**src/rtl/ram_arb_pkg.sv**
```systemverilog
// Shared types and defaults for the two-master RAM arbiter.
// Pulled in by ram_arb_if, ram_arb_rr and ram_arb_2m.
package ram_arb_pkg;

    localparam int ADDR_W_DEF = 11;
    localparam int DATA_W_DEF = 32;
    localparam int LOCK_W     = 4;

    typedef logic mst_t;

    typedef enum logic [1:0] {
        ARB  = 2'd0,
        OWN0 = 2'd1,
        OWN1 = 2'd2
    } state_e;

endpackage

```
**src/rtl/ram_arb_if.sv**
```systemverilog
// Avalon-MM style master port bundle for the RAM arbiter.
// master drives requests; slave is the arbiter side.
interface ram_arb_if import ram_arb_pkg::*; #(
    parameter int ADDR_W = ADDR_W_DEF,
    parameter int DATA_W = DATA_W_DEF
) ();

    logic [ADDR_W-1:0]   address;
    logic [DATA_W/8-1:0] byteenable;
    logic                read;
    logic                write;
    logic [DATA_W-1:0]   writedata;
    logic                lock;
    logic                waitrequest;
    logic [DATA_W-1:0]   readdata;
    logic                readdatavalid;

    modport master (
        output address, byteenable, read, write, writedata, lock,
        input  waitrequest, readdata, readdatavalid
    );

    modport slave (
        input  address, byteenable, read, write, writedata, lock,
        output waitrequest, readdata, readdatavalid
    );

endinterface

```
**src/rtl/ram_arb_rr.sv**
```systemverilog
// Two-way round-robin picker with per-master lock window.
// Grant is combinational from the current state; pointer and lock count are registered.
module ram_arb_rr import ram_arb_pkg::*; #(
    parameter int MAX_LOCK = 4
) (
    input  logic       clk,
    input  logic       reset,
    input  logic [1:0] req,
    input  logic [1:0] lock,
    output logic [1:0] grant,
    output mst_t       owner
);

    localparam logic [LOCK_W-1:0] CNT_INIT = LOCK_W'(MAX_LOCK - 1);

    state_e            state_q, state_d;
    mst_t              rr_q, rr_d;
    logic [LOCK_W-1:0] cnt_q, cnt_d;

    always_comb begin
        grant   = 2'b00;
        owner   = rr_q;
        state_d = state_q;
        rr_d    = rr_q;
        cnt_d   = cnt_q;
        unique case (state_q)
            ARB: begin
                if (req != 2'b00) begin
                    owner        = (req == 2'b11) ? rr_q : req[1];
                    grant[owner] = 1'b1;
                    rr_d         = ~owner;
                    if (lock[owner] && MAX_LOCK > 1) begin
                        state_d = owner ? OWN1 : OWN0;
                        cnt_d   = CNT_INIT;
                    end
                end
            end
            OWN0, OWN1: begin
                owner        = (state_q == OWN1);
                grant[owner] = req[owner];
                rr_d         = ~owner;
                if (req[owner] && lock[owner])
                    cnt_d = cnt_q - 1'b1;
                // the exit-cycle access is still granted above
                if (!req[owner] || !lock[owner] || cnt_d == '0)
                    state_d = ARB;
            end
            default: state_d = ARB;
        endcase
        if (reset)
            grant = 2'b00;
    end

    always_ff @(posedge clk or posedge reset) begin
        if (reset) begin
            state_q <= ARB;
            rr_q    <= 1'b0;
            cnt_q   <= '0;
        end else begin
            state_q <= state_d;
            rr_q    <= rr_d;
            cnt_q   <= cnt_d;
        end
    end

endmodule

```
**src/rtl/ram_arb_2m.sv**
```systemverilog
// Two-master arbiter/sequencer for a single-port byte-enabled RAM.
// Define RAM_ARB_STATS_EN to add grant/conflict counters and stats_clr.
module ram_arb_2m import ram_arb_pkg::*; #(
    parameter int ADDR_W   = ADDR_W_DEF,
    parameter int DATA_W   = DATA_W_DEF,
    parameter int MAX_LOCK = 4
) (
    input  logic                clk,
    input  logic                reset,
    ram_arb_if.slave            m0,
    ram_arb_if.slave            m1,
    output logic [ADDR_W-1:0]   ram_address,
    output logic [DATA_W/8-1:0] ram_byteenable,
    output logic                ram_chipselect,
    output logic                ram_write,
    output logic [DATA_W-1:0]   ram_writedata,
    output logic                ram_clken,
    input  logic [DATA_W-1:0]   ram_readdata
`ifdef RAM_ARB_STATS_EN
    ,
    input  logic                stats_clr,
    output logic [31:0]         gnt_cnt0,
    output logic [31:0]         gnt_cnt1,
    output logic [31:0]         conflict_cnt
`endif
);

    logic [1:0] req, lock, grant;
    mst_t       owner;

    assign req  = {m1.read | m1.write, m0.read | m0.write};
    assign lock = {m1.lock, m0.lock};

    ram_arb_rr #(.MAX_LOCK(MAX_LOCK)) u_rr (
        .clk   (clk),
        .reset (reset),
        .req   (req),
        .lock  (lock),
        .grant (grant),
        .owner (owner)
    );

    logic              any_gnt, gnt_wr, gnt_rd;
    logic [ADDR_W-1:0] addr_q, addr_d;
    logic [DATA_W-1:0] wdata_q, wdata_d;
    logic              rd_pend_q, rd_pend_d;
    mst_t              rd_owner_q, rd_owner_d;

    always_comb begin
        any_gnt        = |grant;
        addr_d         = addr_q;
        wdata_d        = wdata_q;
        ram_byteenable = '0;
        gnt_wr         = 1'b0;
        if (grant[0]) begin
            addr_d         = m0.address;
            wdata_d        = m0.writedata;
            ram_byteenable = m0.byteenable;
            gnt_wr         = m0.write;
        end else if (grant[1]) begin
            addr_d         = m1.address;
            wdata_d        = m1.writedata;
            ram_byteenable = m1.byteenable;
            gnt_wr         = m1.write;
        end
        gnt_rd     = any_gnt & ~gnt_wr;
        rd_pend_d  = gnt_rd;
        rd_owner_d = gnt_rd ? owner : rd_owner_q;
    end

    always_ff @(posedge clk or posedge reset) begin
        if (reset) begin
            addr_q     <= '0;
            wdata_q    <= '0;
            rd_pend_q  <= 1'b0;
            rd_owner_q <= 1'b0;
        end else begin
            addr_q     <= addr_d;
            wdata_q    <= wdata_d;
            rd_pend_q  <= rd_pend_d;
            rd_owner_q <= rd_owner_d;
        end
    end

    assign ram_address    = addr_d;
    assign ram_writedata  = wdata_d;
    assign ram_chipselect = any_gnt;
    assign ram_write      = gnt_wr;
    // clken stays up through the return cycle so q cannot move under it
    assign ram_clken      = any_gnt | rd_pend_q;

    assign m0.waitrequest   = reset | (req[0] & ~grant[0]);
    assign m1.waitrequest   = reset | (req[1] & ~grant[1]);
    assign m0.readdatavalid = rd_pend_q & ~rd_owner_q;
    assign m1.readdatavalid = rd_pend_q & rd_owner_q;
    assign m0.readdata      = ram_readdata;
    assign m1.readdata      = ram_readdata;

`ifdef RAM_ARB_STATS_EN
    logic [31:0] gnt_cnt0_q, gnt_cnt0_d;
    logic [31:0] gnt_cnt1_q, gnt_cnt1_d;
    logic [31:0] conflict_cnt_q, conflict_cnt_d;

    always_comb begin
        gnt_cnt0_d     = gnt_cnt0_q + {31'd0, grant[0]};
        gnt_cnt1_d     = gnt_cnt1_q + {31'd0, grant[1]};
        conflict_cnt_d = conflict_cnt_q + {31'd0, &req};
        if (stats_clr) begin
            gnt_cnt0_d     = '0;
            gnt_cnt1_d     = '0;
            conflict_cnt_d = '0;
        end
    end

    always_ff @(posedge clk or posedge reset) begin
        if (reset) begin
            gnt_cnt0_q     <= '0;
            gnt_cnt1_q     <= '0;
            conflict_cnt_q <= '0;
        end else begin
            gnt_cnt0_q     <= gnt_cnt0_d;
            gnt_cnt1_q     <= gnt_cnt1_d;
            conflict_cnt_q <= conflict_cnt_d;
        end
    end

    assign gnt_cnt0     = gnt_cnt0_q;
    assign gnt_cnt1     = gnt_cnt1_q;
    assign conflict_cnt = conflict_cnt_q;
`endif

endmodule
```
**src/flat_wrapper.sv**
```systemverilog
// flat-port wrapper written by rule: the top's interface ports become plain ports
module ram_arb_2m_flat import ram_arb_pkg::*;
#(
    parameter int ADDR_W   = ADDR_W_DEF,
    parameter int DATA_W   = DATA_W_DEF,
    parameter int MAX_LOCK = 4
)
  (clk, reset, ram_address, ram_byteenable, ram_chipselect, ram_write, ram_writedata, ram_clken, ram_readdata, m0_address, m0_byteenable, m0_read, m0_write, m0_writedata, m0_lock, m0_waitrequest, m0_readdata, m0_readdatavalid, m1_address, m1_byteenable, m1_read, m1_write, m1_writedata, m1_lock, m1_waitrequest, m1_readdata, m1_readdatavalid);
  ram_arb_if #(.ADDR_W(ADDR_W), .DATA_W(DATA_W)) m0_i ();
  ram_arb_if #(.ADDR_W(ADDR_W), .DATA_W(DATA_W)) m1_i ();
  input  logic clk;
  input  logic reset;
  output logic [ADDR_W-1:0] ram_address;
  output logic [DATA_W/8-1:0] ram_byteenable;
  output logic ram_chipselect;
  output logic ram_write;
  output logic [DATA_W-1:0] ram_writedata;
  output logic ram_clken;
  input  logic [DATA_W-1:0] ram_readdata;
  input wire logic [$bits(m0_i.address)-1:0] m0_address;
  input wire logic [$bits(m0_i.byteenable)-1:0] m0_byteenable;
  input wire logic [$bits(m0_i.read)-1:0] m0_read;
  input wire logic [$bits(m0_i.write)-1:0] m0_write;
  input wire logic [$bits(m0_i.writedata)-1:0] m0_writedata;
  input wire logic [$bits(m0_i.lock)-1:0] m0_lock;
  output wire logic [$bits(m0_i.waitrequest)-1:0] m0_waitrequest;
  output wire logic [$bits(m0_i.readdata)-1:0] m0_readdata;
  output wire logic [$bits(m0_i.readdatavalid)-1:0] m0_readdatavalid;
  input wire logic [$bits(m1_i.address)-1:0] m1_address;
  input wire logic [$bits(m1_i.byteenable)-1:0] m1_byteenable;
  input wire logic [$bits(m1_i.read)-1:0] m1_read;
  input wire logic [$bits(m1_i.write)-1:0] m1_write;
  input wire logic [$bits(m1_i.writedata)-1:0] m1_writedata;
  input wire logic [$bits(m1_i.lock)-1:0] m1_lock;
  output wire logic [$bits(m1_i.waitrequest)-1:0] m1_waitrequest;
  output wire logic [$bits(m1_i.readdata)-1:0] m1_readdata;
  output wire logic [$bits(m1_i.readdatavalid)-1:0] m1_readdatavalid;
  assign m0_i.address = m0_address;
  assign m0_i.byteenable = m0_byteenable;
  assign m0_i.read = m0_read;
  assign m0_i.write = m0_write;
  assign m0_i.writedata = m0_writedata;
  assign m0_i.lock = m0_lock;
  assign m0_waitrequest = m0_i.waitrequest;
  assign m0_readdata = m0_i.readdata;
  assign m0_readdatavalid = m0_i.readdatavalid;
  assign m1_i.address = m1_address;
  assign m1_i.byteenable = m1_byteenable;
  assign m1_i.read = m1_read;
  assign m1_i.write = m1_write;
  assign m1_i.writedata = m1_writedata;
  assign m1_i.lock = m1_lock;
  assign m1_waitrequest = m1_i.waitrequest;
  assign m1_readdata = m1_i.readdata;
  assign m1_readdatavalid = m1_i.readdatavalid;
  ram_arb_2m #(.ADDR_W(ADDR_W), .DATA_W(DATA_W), .MAX_LOCK(MAX_LOCK)) u_core (.clk(clk), .reset(reset), .m0(m0_i), .m1(m1_i), .ram_address(ram_address), .ram_byteenable(ram_byteenable), .ram_chipselect(ram_chipselect), .ram_write(ram_write), .ram_writedata(ram_writedata), .ram_clken(ram_clken), .ram_readdata(ram_readdata));
endmodule
```
**config.mk**
```make
export PLATFORM = sky130hd
export DESIGN_NAME = ram_arb_2m_flat
export DESIGN_NICKNAME = d
export VERILOG_FILES = /design/src/rtl/ram_arb_pkg.sv /design/src/rtl/ram_arb_if.sv /design/src/rtl/ram_arb_rr.sv /design/src/rtl/ram_arb_2m.sv /design/src/flat_wrapper.sv
export SDC_FILE = /design/constraint.sdc
export NUM_CORES = 1
export LEC_CHECK = 0
export ABC_CLOCK_PERIOD_IN_PS = 2820
export CAP_MARGIN = 30
export CORE_ASPECT_RATIO = 1.4
export CORE_UTILIZATION = 25
export DETAILED_ROUTE_END_ITERATION = 6
export HOLD_SLACK_MARGIN = 0.06
export RECOVER_POWER = 25
export SLEW_MARGIN = 20
export SYNTH_ARGS = -nofsm -noshare
export SYNTH_HDL_FRONTEND = slang
export SYNTH_SLANG_ARGS = --single-unit
```
**constraint.sdc**
```tcl
create_clock -name clk -period 2.82 [get_ports clk]
set_input_delay 0.564 -clock clk [delete_from_list [all_inputs] [get_ports clk]]
set_output_delay 0.564 -clock clk [all_outputs]
set_load 0.1 [all_outputs]
```
Word-level counts from Yosys, hierarchy flattened
Cells that the tools add are included.
{ "totals": {"register_bits": 52, "latchBits": 0, "mem_bits_rw": 0, "rom_bits": 0, "inputBits": 134, "out_inout_bits": 118, "word_cells": 87, "memories": 0} }
{ "classes": {"addsub": 1, "n_mul": 0, "div": 0, "n_lt_le_gt_ge": 4, "n_eq_ne": 6, "shift": 0, "muxes": 36, "bitwise": 17, "n_reduce_logical": 16} }
{ "op_table": {"columns": ["cell", "n"], "rows": [
  ["$mux W32", 2],
  ["$mux W4", 6],
  ["$mux W11", 2],
  ["$mux W1", 13],
  ["$mux W2", 6],
  ["$pmux W2 S2", 2],
  ["$pmux W4 S2", 1],
  ["$ne A2 B2 Y1 const B", 3],
  ["$not A1 Y1", 6],
  ["$reduce_and A3 Y1", 2],
  ["$and A1 B1 Y1", 5],
  ["$or A1 B1 Y1", 5],
  ["$eq A2 B2 Y1 const B", 2],
  ["$logic_not A4 Y1", 1],
  ["$lt A1 B2 Y1 const B", 2],
  ["$pmux W1 S2", 2],
  ["$reduce_bool A2 Y1", 2],
  ["$reduce_or A2 Y1", 2],
  ["$sub A4 B1 Y4 const B", 1],
  ["$logic_and A1 B1 Y1", 3],
  ["$and A2 B2 Y2", 1],
  ["$demux W1 S1", 2],
  ["$eq A2 B1 Y1 const B", 1],
  ["$ge A1 B1 Y1 const B", 2],
  ["other kinds (4)", 6]
]} }

Longest topological paths before layout
{ "logic_depth": {"depth_word": 14, "depth_mapped": 9, "depth_no_buf": 7} }

Cells and area by module
From an unflattened synthesis, not the netlist that was laid out.
{ "unflattened": {"cells_unflattened": 346, "hier_area_um2": 3329.4} }
{ "modules_own_cells": {"columns": ["module", "instances", "cells_per_inst", "area_each_um2", "seq_area_each_um2"], "rows": [
  ["ram_arb_2m", 1, 273, 2668.8, 1126.1],
  ["ram_arb_rr", 1, 73, 660.6, 175.2]
]} }

Worst setup path after synthesis
OpenSTA, ideal clock, no wires.
{ "synth_timing": {"path_type": "reg-to-output", "startpoint": "register u_core.u_rr.state_q[1]", "endpoint": "output port ram_address[0]", "arrival_ns": 3.647, "t_required_ns": 2.256, "setup_slack_ns": -1.391, "stages_incl_launch_ff": 9, "n_path_buf": 2, "cell_sequence": "dfrtp_1 -> inv_1 -> ha_1 -> nor2b_1 -> a21oi_1 -> nor4_2 -> buf_4 -> buf_2 -> o21ai_0"} }
{ "synth_between": {"elab_chain_cells": 10, "elab_cells_between_ends": 16, "cone_classes": "order compare: 2; eq/ne: 2; mux: 8; bitwise: 1; reduce/logical: 3"} }
{ "synth_rtl": {"columns": ["element", "line", "rtl"], "rows": [
  ["start: declaration", "ram_arb_rr.sv:16", "state_e state_q, state_d;"],
  ["start signal: assignment", "ram_arb_rr.sv:60", "state_q <= state_d;"],
  ["$eq A2 B2 Y1", "ram_arb_rr.sv:26, ram_arb_rr.sv:39", null],
  ["$lt A1 B2 Y1 (implied by the code) or $ge A1 B1 Y1 (tied branches)", "ram_arb_rr.sv:40", "grant[owner] = req[owner];"],
  ["$logic_and A1 B1 Y1 (implied by the code)", "ram_arb_rr.sv:40", null],
  ["$mux W1 (implied by the code)", "ram_arb_rr.sv:40", null],
  ["$demux W1 S1", "ram_arb_rr.sv:40", null],
  ["$and A2 B2 Y2 (no source line)", null, null],
  ["$pmux W2 S2 (*)", "ram_arb_rr.sv:26", "unique case (state_q)"],
  ["$mux W2 (*)", "ram_arb_rr.sv:50", "if (reset)"],
  ["$mux W11", "ram_arb_2m.sv:60", "end else if (grant[1]) begin"],
  ["$mux W11 (*)", "ram_arb_2m.sv:55", "if (grant[0]) begin"],
  ["end: declaration", "flat_wrapper.sv:13", "output logic [ADDR_W-1:0] ram_address;"]
]} }
Every way passes the cells marked *; elsewhere a longest branch is shown, timed or not. The select of a mux whose other input is x is not followed.

Final worst setup path
{ "layout_timing": {"startpoint": "register u_core.u_rr.state_q[0]", "endpoint": "output port ram_writedata[5]"} }
{ "layout_between": {"elab_chain_cells": 10, "elab_cells_between_ends": 16, "cone_classes": "order compare: 2; eq/ne: 2; mux: 8; bitwise: 1; reduce/logical: 3"} }
{ "layout_rtl": {"columns": ["element", "line", "rtl"], "rows": [
  ["$eq A2 B2 Y1", "ram_arb_rr.sv:26, ram_arb_rr.sv:39", null],
  ["$lt A1 B2 Y1 (implied by the code) or $ge A1 B1 Y1 (tied branches)", "ram_arb_rr.sv:40", null],
  ["$logic_and A1 B1 Y1 (implied by the code)", "ram_arb_rr.sv:40", null],
  ["$mux W1 (implied by the code)", "ram_arb_rr.sv:40", null],
  ["$demux W1 S1", "ram_arb_rr.sv:40", null],
  ["$and A2 B2 Y2 (no source line)", null, null],
  ["$pmux W2 S2 (*)", "ram_arb_rr.sv:26", null],
  ["$mux W2 (*)", "ram_arb_rr.sv:50", null],
  ["$mux W32", "ram_arb_2m.sv:60", null],
  ["$mux W32 (*)", "ram_arb_2m.sv:55", null],
  ["end: declaration", "flat_wrapper.sv:17", "output logic [DATA_W-1:0] ram_writedata;"]
]} }
Marked as above.

==> summary by stage <==
Outcome
The run finished, with violations left. The checks that failed: negative setup slack.

Synth
The number of warnings reported in the yosys synthesis log is 0. The number of distinct standard cells referenced by the synthesized netlist is 47. The synthesized area is 3343 um^2. The main flop type after synthesis is sky130_fd_sc_hd__dfrtp_1.

The mean instance size in the synthesized netlist is 9.525 um^2. When the netlist entered floorplanning its net count stood at 490. The share of flip-flops with an asynchronous set or reset after synthesis is 1.000.

The sequential cell area fraction in the yosys report is 0.3892. Synthesis inferred 52 register bits. The gate count of the mapped netlist is 351. Yosys mapped a number of flops with a built-in enable equal to 0.

Floorplan
The full die area is 13850 um^2. In this run the count of I/O pins placed on the die edge is 252. The floorplan step set the die width to 99.74 um.

The floorplan die height is 138.8 um. The area of the placeable core is 12940 um^2. For this configuration, the core starts out at a cell density of 0.2584. After floorplanning, the core was divided into 49 placement rows.

Flow run
The count of maximum capacitance violations is 0.

Worst setup path
The data required time of the critical path is 2.26 ns. The worst setup path is launched from a flop. STA classifies the critical path endpoint as an output port.

For flop-to-flop paths, the worst setup slack is 0.06 ns. The cell depth of the worst flop-to-flop path is 17. In this run the critical register-to-register path is launched from u_core.u_rr.state_q[1]. In this run the critical register-to-register path is captured at u_core.rd_owner_q. Among all stages on the critical path, the largest delay is contributed by sky130_fd_sc_hd__dfrtp_1. The cell seen most often among critical-path stages is sky130_fd_sc_hd__buf_12. The arrival time at the worst endpoint is 2.34 ns.

The setup path with the least slack is of type flop to output port. The biggest cell delay along the critical path is 0.40 ns. The critical path goes through inv_2, ha_4, nor2b_4, a21oi_4, nor4_4, buf_4, buf_12, buf_12, buf_4, o21ai_4, buf_12.

In this run the worst path has a maximum fanout of 7.

Detailed routing
After detailed routing, the average wire length per cell comes to 17.87 um. For this run, design rule violations remaining after detail routing come to 0. The sum of routed wire length over all layers is 12460 um.

Across all layers, the routed design uses 3207 vias. The count of nets left with antenna violations once routing finished came out at 0. Before antenna repair, the detailed router went through 4 iterations.

The detailed router's first-iteration violation count is 95. The mean number of vias per cell is 4.601.

Timing
The slack of the critical path is -0.08025 ns. Derived from the worst setup path, the maximum achievable clock frequency is 0.3448 GHz. Dividing the final minimum period by the clock period gives 1.028. Setup total negative slack on the finished layout was measured at -1.477 ns. The transition time at the pin with the least slew margin is 1.474 ns. The worst slew margin relative to its limit is 0.01712. Clock skew on the completed layout was measured at 0.007630 ns. The count of endpoints failing hold in the final timing report is 0. The smallest clock period supported by the final layout is computed as 2.900 ns.

Setup repair after global routing could not meet its margin everywhere. The count of pins over their slew limit is 0. Setup violations remaining at the end of the flow were counted as 45.

GRT
Across every metal layer, demand over resource in global routing totals 0.1672. The largest net degree at the start of global routing is 29. The number of global-route vias before repair came to 3337. The global-route wire length before repair is 17910 um. The sum of overflow across all layers after global routing is 0. The initial antenna violation count is 0.

Placement
The detailed-placement wirelength estimate is 8156 um. The post-placement worst setup slack is -0.2136 ns. The post-detailed-placement cell area is 5777 um^2. During placement, the flow inserted port buffers numbering 155. Routability-driven placement finished with a final weighted congestion of 0.8570.

CTS
The CTS tree is built. The number of buffers on the longest clock path is 2. The clock sink total is 52. The total clock buffers created by CTS is 5. The clock tree synthesis step divided the H-tree into 2 levels.

Clock-pin slew was measured on the worst setup and hold paths at 0.07 ns. The clock reaches the later pin of the worst-skew pair after 0.29 ns. The number of hold buffers added after CTS was 0.

CTS placed an instance of sky130_fd_sc_hd__clkbuf_16 at the clock tree root.

Hold path
In this run the most critical hold path is launched from u_core.rd_owner_q. For hold timing, the worst endpoint is u_core.rd_owner_q. The hold path depth is 1. The path category of the worst min-delay check is flop to flop.

Finish
Of the cells placed in the final design, the portion with a size suffix greater than 1 is 0.5491. The antenna diode count is 0. From synthesis to final layout, the design area changed by 110.1%. The fill cell instance count of the final layout is 1058. The number of nets in the layout is 657. The final instance area is 7024 um^2.
==> Yosys cell counts, types with 4 or more instances <==
cell type / number / area (um^2)
sky130_fd_sc_hd__buf_4: 65 / 488.0
sky130_fd_sc_hd__dfrtp_1: 52 / 1301
sky130_fd_sc_hd__nand2_1: 50 / 187.7
sky130_fd_sc_hd__mux2i_1: 44 / 440.4
sky130_fd_sc_hd__o21ai_1: 37 / 185.2
sky130_fd_sc_hd__o21ai_0: 13 / 65.06
sky130_fd_sc_hd__buf_2: 8 / 40.04
sky130_fd_sc_hd__inv_1: 7 / 26.28
sky130_fd_sc_hd__nor2_1: 7 / 26.28
sky130_fd_sc_hd__a21oi_1: 6 / 30.03
sky130_fd_sc_hd__a22o_1: 5 / 43.79
sky130_fd_sc_hd__ha_1: 5 / 62.56
sky130_fd_sc_hd__clkbuf_1: 4 / 15.01
sky130_fd_sc_hd__or2_2: 4 / 25.02
==> how the worst max path moves through the flow <==
stage                           startpoint           endpoint  slack [ns]  cells after the start
global placement                     reset  ram_writedata[30]       -0.16                      8
CTS                 u_core.u_rr.state_q[0]   ram_writedata[5]       -0.13                     12
global route        u_core.u_rr.state_q[1]     ram_address[3]       -0.16                     10
floorplan           u_core.u_rr.state_q[1]     ram_address[8]       -0.20                      7
finish              u_core.u_rr.state_q[0]   ram_writedata[5]       -0.08                     11
detailed placement                   reset  ram_writedata[16]       -0.21                      8
==> kinds of logic (layout without fill, tap and decap cells) <==
| logic type | Yosys count | in the layout | synth area share |
|---|---|---|---|
| and+or+nand+nor | 80 | 80 | 0.1153 |
| xor gates and xnor gates | 1 | 1 | 0.002620 |
| muxes | 46 | 46 | 0.1385 |
| adders and majority gates | 5 | 5 | 0.01871 |
| DFF | 52 | 52 | 0.3892 |
| buffers and inverters | 88 | 256 | 0.1871 |
| AOI/OAI and AO/OA | 79 | 79 | 0.1486 |
==> sequential cells by signal, summed over array words and instances (netlist names) <==
name and cells:
u_core.wdata_q 32, u_core.rd_pend_q 1, u_core.u_rr.state_q 2, u_core.rd_owner_q 1
u_core.u_rr.cnt_q 4, u_core.u_rr.rr_q 1, u_core.addr_q 11
==> critical path, delay by kind of cell (launching register included) <==
| kind | cells | cell delay [ns] |
|---|---|---|
| DFF | 1 | 0.40 |
| AOI/OAI and AO/OA | 2 | 0.35 |
| buffers and inverters | 6 | 0.88 |
| adders and majority gates | 1 | 0.22 |
| and+or+nand+nor | 2 | 0.19 |
==> cells in the final DEF, fill, tap and decap left out, types with 4 or more instances in the layout <==
cell,instances
sky130_fd_sc_hd__mux2i_2,17
sky130_fd_sc_hd__dfrtp_1,51
sky130_fd_sc_hd__clkdlybuf4s50_1,96
sky130_fd_sc_hd__buf_6,6
sky130_fd_sc_hd__inv_1,4
sky130_fd_sc_hd__dlygate4sd2_1,5
sky130_fd_sc_hd__mux2i_4,19
sky130_fd_sc_hd__nor2_1,6
sky130_fd_sc_hd__mux2i_1,8
sky130_fd_sc_hd__o21ai_4,25
sky130_fd_sc_hd__a22o_4,5
sky130_fd_sc_hd__nand2_2,24
sky130_fd_sc_hd__buf_12,65
sky130_fd_sc_hd__or2_2,4
sky130_fd_sc_hd__buf_4,61
sky130_fd_sc_hd__o21ai_0,6
sky130_fd_sc_hd__nand2_1,24
sky130_fd_sc_hd__o21ai_2,18
sky130_fd_sc_hd__clkbuf_16,8
==> layout make-up <==
type | count | area (um^2) | area share
Timing Repair Buffer | 241 | 2983 | 0.4247
Multi-Input combinational cell | 211 | 2317 | 0.3299
Sequential cell | 52 | 1303 | 0.1854
Tap cell | 178 | 222.7 | 0.03171
Clock buffer | 5 | 125.1 | 0.01781
Clock inverter | 3 | 46.29 | 0.006591
Inverter | 7 | 27.53 | 0.003919
==> repair_timing <==
action	CTS	global route
cloned	3	3
endpoints found under the setup margin	51	53
resized for setup	54	85
setup buffers	28	13
pin swaps	6	8
==> layer usage <==
layer / global-route usage / vias to the layer above / share of wire
met5: 0 / - / 0
met4: 0.08437 / 0 / 0.048
met3: 0.03226 / 56 / 0.061
met2: 0.2929 / 127 / 0.51
met1: 0.1906 / 1531 / 0.38
li1: - / 1493 / -
==> per-stage QoR <==
stage	utilization	hold slack [ns]	instances
4_1_cts	0.4993	0.5440	684
3_5_place_dp	0.4466	0.5261	645
2_1_floorplan	-	0.4938	351
5_1_grt	0.5430	0.5791	697
3_3_place_gp	0.4466	0.5183	645
6_report	0.5430	0.5614	697
Power is left out: the tool's default activity adds up to more than one toggle a clock period on the data nets, which glitch-free logic cannot reach.
